File: src/rtl/cpu_pkg.sv
// Shared types and default sizing for the 8-bit core's load/store path.
package cpu_pkg;

    // Default data width, address width and memory wait cycles.
    localparam int unsigned CPU_DW  = 8;
    localparam int unsigned CPU_AW  = 8;
    localparam int unsigned CPU_LAT = 2;

    // Wait-state counter width; covers the legal latency range 1..15.
    localparam int unsigned CNT_W = 4;

    typedef enum logic [1:0] {
        IDLE,
        WAIT,
        WB
    } mau_state_t;

endpackage

File: src/rtl/data_mem.sv
// Data memory: synchronous write, asynchronous read, no reset of contents.
module data_mem #(
    parameter int unsigned DW = 8,
    parameter int unsigned AW = 8
) (
    input  logic          clk_i,
    input  logic          we_i,
    input  logic [AW-1:0] addr_i,
    input  logic [DW-1:0] wdata_i,
    output logic [DW-1:0] rdata_o
);

    localparam int unsigned Depth = 2 ** AW;

    logic [DW-1:0] mem [Depth];

    // Write port; contents deliberately survive reset.
    always_ff @(posedge clk_i) begin
        if (we_i) begin
            mem[addr_i] <= wdata_i;
        end
    end

    // Asynchronous read of the addressed word.
    always_comb begin
        rdata_o = mem[addr_i];
    end

endmodule

File: src/rtl/mem_access_unit.sv
// Multi-cycle load/store unit: latches a request, waits LAT cycles on the data
// memory, then retires a store directly or a load through a one-cycle WB state.
module mem_access_unit
    import cpu_pkg::*;
#(
    parameter int unsigned DW  = CPU_DW,
    parameter int unsigned AW  = CPU_AW,
    parameter int unsigned LAT = CPU_LAT
) (
    input  logic          clk,
    input  logic          reset,
    input  logic          start,
    input  logic          is_load,
    input  logic [AW-1:0] addr,
    input  logic [DW-1:0] wdata,
    output logic [DW-1:0] rdata,
    output logic          rf_wr_en,
    output logic          stall,
    output logic          done
);

    localparam logic [CNT_W-1:0] CntInit = CNT_W'(LAT - 1);

    mau_state_t       state_q, state_d;
    logic [CNT_W-1:0] cnt_q, cnt_d;
    logic [AW-1:0]    addr_q, addr_d;
    logic [DW-1:0]    wdata_q, wdata_d;
    logic             is_load_q, is_load_d;
    logic [DW-1:0]    rdata_q, rdata_d;
    logic             rf_wr_en_q, rf_wr_en_d;
    logic             done_q, done_d;

    logic             mem_we;
    logic             mem_we_gated;
    logic [DW-1:0]    mem_rdata;

    // Reset must also cancel a store whose write would land on this edge.
    assign mem_we_gated = mem_we & ~reset;

    data_mem #(
        .DW(DW),
        .AW(AW)
    ) u_mem (
        .clk_i   (clk),
        .we_i    (mem_we_gated),
        .addr_i  (addr_q),
        .wdata_i (wdata_q),
        .rdata_o (mem_rdata)
    );

    // Next-state, request latching and retirement strobes.
    always_comb begin
        state_d    = state_q;
        cnt_d      = cnt_q;
        addr_d     = addr_q;
        wdata_d    = wdata_q;
        is_load_d  = is_load_q;
        rdata_d    = rdata_q;
        rf_wr_en_d = 1'b0;
        done_d     = 1'b0;
        mem_we     = 1'b0;

        unique case (state_q)
            IDLE: begin
                if (start) begin
                    addr_d    = addr;
                    wdata_d   = wdata;
                    is_load_d = is_load;
                    cnt_d     = CntInit;
                    state_d   = WAIT;
                end
            end
            WAIT: begin
                if (cnt_q != '0) begin
                    cnt_d = cnt_q - 1'b1;
                end else if (is_load_q) begin
                    rdata_d    = mem_rdata;
                    rf_wr_en_d = 1'b1;
                    done_d     = 1'b1;
                    state_d    = WB;
                end else begin
                    mem_we  = 1'b1;
                    done_d  = 1'b1;
                    state_d = IDLE;
                end
            end
            WB: begin
                // A start seen here is ignored; it is taken next cycle in IDLE.
                state_d = IDLE;
            end
            default: begin
                state_d = IDLE;
            end
        endcase
    end

    // State register with synchronous reset.
    always_ff @(posedge clk) begin
        if (reset) begin
            state_q    <= IDLE;
            cnt_q      <= '0;
            addr_q     <= '0;
            wdata_q    <= '0;
            is_load_q  <= 1'b0;
            rdata_q    <= '0;
            rf_wr_en_q <= 1'b0;
            done_q     <= 1'b0;
        end else begin
            state_q    <= state_d;
            cnt_q      <= cnt_d;
            addr_q     <= addr_d;
            wdata_q    <= wdata_d;
            is_load_q  <= is_load_d;
            rdata_q    <= rdata_d;
            rf_wr_en_q <= rf_wr_en_d;
            done_q     <= done_d;
        end
    end

    // Stall is combinational so the requesting instruction holds in its own cycle.
    always_comb begin
        stall    = ((state_q == IDLE) && start) || (state_q == WAIT);
        rdata    = rdata_q;
        rf_wr_en = rf_wr_en_q;
        done     = done_q;
    end

endmodule

File: config.mk
export PLATFORM = sky130hd
export DESIGN_NAME = mem_access_unit
export DESIGN_NICKNAME = d
export VERILOG_FILES = /design/src/rtl/cpu_pkg.sv /design/src/rtl/data_mem.sv /design/src/rtl/mem_access_unit.sv
export SDC_FILE = /design/constraint.sdc
export NUM_CORES = 2
export LEC_CHECK = 0
export CAP_MARGIN = 0
export CORE_MARGIN = 1.5
export CORE_UTILIZATION = 51
export CTS_CLUSTER_SIZE = 40
export DETAILED_ROUTE_END_ITERATION = 12
export PLACE_DENSITY = 0.66
export SLEW_MARGIN = 10
export SYNTH_ARGS = -nofsm -noshare
export SYNTH_HDL_FRONTEND = slang
export SYNTH_SLANG_ARGS = --single-unit
File: constraint.sdc
create_clock -name clk -period 7.5 [get_ports clk]
set_input_delay 0.75 -clock clk [delete_from_list [all_inputs] [get_ports clk]]
set_output_delay 0.75 -clock clk [all_outputs]
set_load 0.01 [all_outputs]
## After elaboration in Yosys (flattened, before gate mapping)

Memory sizes are Yosys's and may differ from the RTL's. A register that Yosys moved wholly into a read port is not among the register bits.
Index checks and enable logic that the tools add are counted.

| storage, ports and cells | value |
|---|---|
| register bits after elaboration | 25 |
| memory bits (writable) | 2048 |
| input bits | 20 |
| output and inout port bits | 11 |
| logic and storage cells | 42 |
| memories | 1 |

| cells by class | value |
|---|---|
| $add $sub $neg | 1 |
| equal/unequal tests | 4 |
| muxes and demuxes | 14 |
| bitwise logic cells | 4 |
| reductions and logical operators | 11 |

Memory list:

| name | words | bits a word | rd ports | clocked after memory_dff | write ports | RTL line | source |
|---|---|---|---|---|---|---|---|
| u_mem.mem | 256 | 8 | 1 | 1 | 1 | data_mem.sv:15 | `logic [DW-1:0] mem [Depth];` |

Operators with widths:

| cell | number |
|---|---|
| 2-to-1 mux 4 bit | 2 |
| case mux 4 bit (2 select lines) | 1 |
| 2-to-1 mux 1 bit | 7 |
| 2-to-1 mux 2 bit | 3 |
| != test 2 bit, second input constant | 3 |
| AND reduction 3 bit | 2 |
| case mux 2 bit (2 select lines) | 1 |
| AND reduction 2 bit | 2 |
| nonzero test 4 bit | 1 |
| subtractor 4 x 1 -> 4 bit, second input constant | 1 |
| NOT 1 bit | 3 |
| OR reduction 3 bit | 1 |
| == test 2 x 1 -> 1 bit, second input constant | 1 |
| logical NOT 2 bit | 1 |
| nonzero test 2 bit | 1 |
| OR reduction 2 bit | 1 |
| AND 1 bit | 1 |
| logical AND 1 bit | 1 |
| logical OR 1 bit | 1 |

## Logic depth before layout (Yosys ltp)

| depth | value |
|---|---|
| word-level depth | 6 |
| depth in mapped cells | 13 |
| mapped depth without buffers | 9 |

## By module

Synthesis repeated with hierarchy kept, for this count alone.

| unflattened totals | value |
|---|---|
| cells, all modules | 3694 |
| area total of the unflattened synthesis | 79741.5 sq um |

By module, submodules not included:

| module | times used | cells each | area each (sq um) | sequential area each (sq um) |
|---|---|---|---|---|
| data_mem | 1 | 3539 | 78332.6 | 61499.0 |
| mem_access_unit | 1 | 155 | 1408.9 | 660.6 |

## Worst setup path before layout

No wires, ideal clock.

| timing path | value |
|---|---|
| path type | register to register |
| start point | register wdata_q[0] |
| end point | memory u_mem.mem[0][0], data pin |
| setup time | 0.856 ns |
| arrival time | 3.397 ns |
| data required time | 6.644 ns |
| path slack | 3.247 ns |
| stages on the path, launching flop included | 1 |
| path buffers | 0 |
| clock period less this slack | 4.253 ns |
| cells stage by stage | dfxtp_1 |

RTL lines:

| what | RTL line | source |
|---|---|---|
| from (decl) | mem_access_unit.sv:27 | `logic [DW-1:0] wdata_q, wdata_d;` |
| from (signal assigned) | mem_access_unit.sv:112 | `wdata_q <= wdata_d;` |
| to (decl) | data_mem.sv:15 |  |

Straight into the memory's write port.

==> impl_metrics.yaml <==
outcome:
  status: "completed"
yosys:
  ys_seq_elements: 2081
  yosysUniqueCellTypes: 68
  synth_commonest_cells: "edfxtp_1, mux4_2, nor2_1"
  synth_edf_count: 2048
  yosysMostFrequentCell: "edfxtp_1"
  synth_nets: 3975
  ys_seq_area_share_pct: 76.6
  syn_avg_cell_area_um2: 20.5
  async_flop_share_pct: 0
  synthesis.area_um2: 81200
  yosys_warnings: 0
  netlist_instances: 3954
  yosysTopAreaCellShare_pct: 75.8
  ys_top_cells_by_area: "edfxtp_1, mux4_2, mux2i_1"
  yosys.area.top_type: "edfxtp_1"
  synth-main-ff-cell: "edfxtp_1"
cts:
  clk_pin_slew_ns: 0.06
  cts_buffers: 204
  cts_tree: "yes"
  cts_resized: 0
  hold_buffers: 0
  cts_sinks: 2081
  post-cts-setup-buffers: 0
  htreeDepth: 4
  insertion_delay_ns: 0.86
  cts_root_buffer: "clkbuf_16"
  clock_path_buffers: 3
worst_setup_path:
  rr_startpoint: "addr_q[3]$_SDFFE_PP0P_"
  endpoint_kind: "register"
  cp.buffers_inverters: 2
  rrSetupSlack_ns: 2.56
  crit_fanout: 106
  crit_required_ns: 8.19
  crit_end: "rdata[0]$_SDFFE_PP0P_"
  worst_setup_path_start_kind: "register"
  cpMaxStageDelayCell: "a211oi_1"
  critPathArrivalTime_ns: 5.63
  worst-path-stages: 9
  crit_chain: "buf_4 > buf_12 > nand2_1 > o21ai_0 > a21oi_1 > a22oi_1 > a31oi_1 > a211oi_1 > a311oi_1"
  critPathKind: "register to register"
  crit_start: "addr_q[3]$_SDFFE_PP0P_"
  cp_top_family: "compound AO/OA/AOI/OAI gates"
  crit-reg2reg-capture: "rdata[0]$_SDFFE_PP0P_"
  reg2reg_depth: 9
  slowest_delay_ns: 0.95
timing:
  finalSetupViolCount: 0
  hold_slack_ns: 0.436
  timing.final.crit_period_ns: 4.94
  drv_slew: 0
  finalHoldViolations: 0
  timing.final.crit_share_pct: 65.9
  timing.max_slew.rel_slack_pct: 7.30
  grt_setup_unrepaired: "false"
  timing.fmax_ghz: 0.202
  tns_ns: 0
  worst_pin_slew_ns: 1.39
  skew_ns: 0.0429
detailed_routing:
  firstDrtPassIters: 5
  avgViaCountPerCell: 6.55
  drt_wl_total_um: 213000
  drtIter0Drc: 5319
  wl_per_cell_um: 33.9
  drc: 0
  antenna_left: 0
  dr_total_vias: 41163
grt:
  grtUsageMet3_pct: 6.57
  overflow: 0
  top_usage_layer: "met2"
  use_met2_pct: 40.2
  grt_pass1_vias: 40619
  grt_pass1_wl_um: 303000
  track_usage_pct: 26.5
  use_met1_pct: 38.0
  antenna_found_initial: 9
  grt_max_degree: 218
cells_and_area:
  final_area_um2: 90000
  drive_gt1_share_pct: 21.0
  antenna_cells: 0
  area_growth_pct: 10.9
  layout.nets: 4063
  fillers: 11549
power:
  fin_total_pwr_mw: 24.1
  p_per_area_nw_per_um2: 268
  leakagePower_nw: 26.0
  swShare_pct: 22.1
  pwr-share-comb_pct: 5.2
  p_int_mw: 18.8
  ir_drop_mv: 0.264
  power.switching_mw: 5.34
  p_clk_share_pct: 41.4
  p_seq_share_pct: 53.4
floorplanning:
  die-area_um2: 162000
  coreArea_um2: 158000
  ioPinCount: 31
  die_x_um: 402
  dieHeight_um: 402
  rows: 146
  start_util_pct: 51.3
worst_hold_path:
  hp-class: "input pin to register"
placement:
  gp_congestion: 0.882
  dp_hpwl_um: 128000
  place_area_um2: 83500
  port_buffers: 30
run:
  cap_violations: 0
==> metrics by stage <==
stage          std cells  worst slack (ns)  utilization, %
4_1_cts             6284              2.66            56.9
3_5_place_dp        5908              2.69            52.8
3_3_place_gp        5907              2.32            52.7
6_report            6284              2.56            56.9
5_1_grt             6284              2.48            56.9
2_1_floorplan       3954              3.25               -
==> power groups by stage <==
| stage | Sequential, mW | Clock, mW | Combinational (mW) |
|---|---|---|---|
| global route | 12.9 | 10.5 | 1.29 |
| finish | 12.9 | 10.0 | 1.25 |
| global placement | 13.1 | 0 | 1.23 |
| detailed placement | 13.1 | 0 | 1.24 |
| CTS | 12.9 | 10.1 | 1.24 |
| floorplan | 13.2 | 0 | 0.719 |
==> flip-flops by register name (all words and copies together), names as in the netlist <==
signal	flops
is_load_q	1
done	1
rf_wr_en	1
u_mem.mem	2048
wdata_q	8
state_q	2
addr_q	8
rdata	8
cnt_q	4
==> metal layers <==
layer	up-vias	wire length (µm)
met5	-	13
met4	2	6800
met3	382	23500
met2	2458	99100
met1	21809	83800
li1	16512	-
==> worst min-delay path by stage <==
| stage | startpoint | end | depth (start not counted) |
|---|---|---|---|
| floorplan | is_load_q$_SDFFE_PP0P_ | is_load_q$_SDFFE_PP0P_ | 2 |
| global placement | state_q[0]$_SDFFE_PP0P_ | cnt_q[2]$_SDFFE_PP0P_ | 2 |
| detailed placement | state_q[0]$_SDFFE_PP0P_ | cnt_q[2]$_SDFFE_PP0P_ | 2 |
| CTS | addr[1] | addr_q[1]$_SDFFE_PP0P_ | 3 |
| global route | wdata[3] | wdata_q[3]$_SDFFE_PP0P_ | 3 |
| finish | addr[1] | addr_q[1]$_SDFFE_PP0P_ | 3 |
==> logic make-up after synthesis <==
family          Yosys count  share of synthesized area (%)
compound gates          308                           2.61
xor+xnor                  1                         0.0108
fa+ha+maj                 1                         0.0154
buf+inv                 245                           1.91
flops                  2081                           76.6
mux                     665                           15.5
simple gates            653                           3.39
==> placed cells by master, fill, tap and decap left out, drive strengths merged, types with 4 or more instances in the layout <==
| cell type | instances |
|---|---|
| a32oi | 18 |
| a21oi | 55 |
| and3 | 9 |
| nor3 | 18 |
| o211ai | 6 |
| mux2 | 25 |
| a221oi | 12 |
| nand2 | 200 |
| a31oi | 19 |
| inv | 12 |
| o22ai | 46 |
| a2111oi | 5 |
| nor2b | 14 |
| bufinv | 13 |
| clkdlybuf4s50 | 30 |
| nand3 | 50 |
| a22o | 6 |
| nand4 | 8 |
| o22a | 6 |
| a211oi | 9 |
| edfxtp | 2048 |
| dfxtp | 33 |
| mux4 | 466 |
| and2 | 6 |
| nand2b | 4 |
| clkbuf | 257 |
| o311ai | 4 |
| o21ai | 33 |
| mux2i | 174 |
| o2111ai | 8 |
| nor2 | 315 |
| clkinv | 98 |
| or3 | 4 |
| nand4b | 4 |
| nor4 | 5 |
| a22oi | 56 |
| buf | 90 |
==> layout make-up <==
type,instances,area [µm²],area share [%]
flip-flops and latches,2081,62200,69.1
clock buffers,257,5410,6.01
multi-input cells,1628,17500,19.4
clock inverters,119,1120,1.24
well taps,2072,2590,2.88
repair buffers,120,1120,1.25
inverters,7,31.3,0.0348
==> worst register-to-register path: cells and delay by family (launching register included) <==
kind                   cells  cell delay (ns)
AOI/OAI and AO/OA          6             2.20
buffers and inverters      2             1.02
DFF                        1             0.69
and+or+nand+nor            1             0.87
No activity file was read; power rests on OpenSTA's default activity.
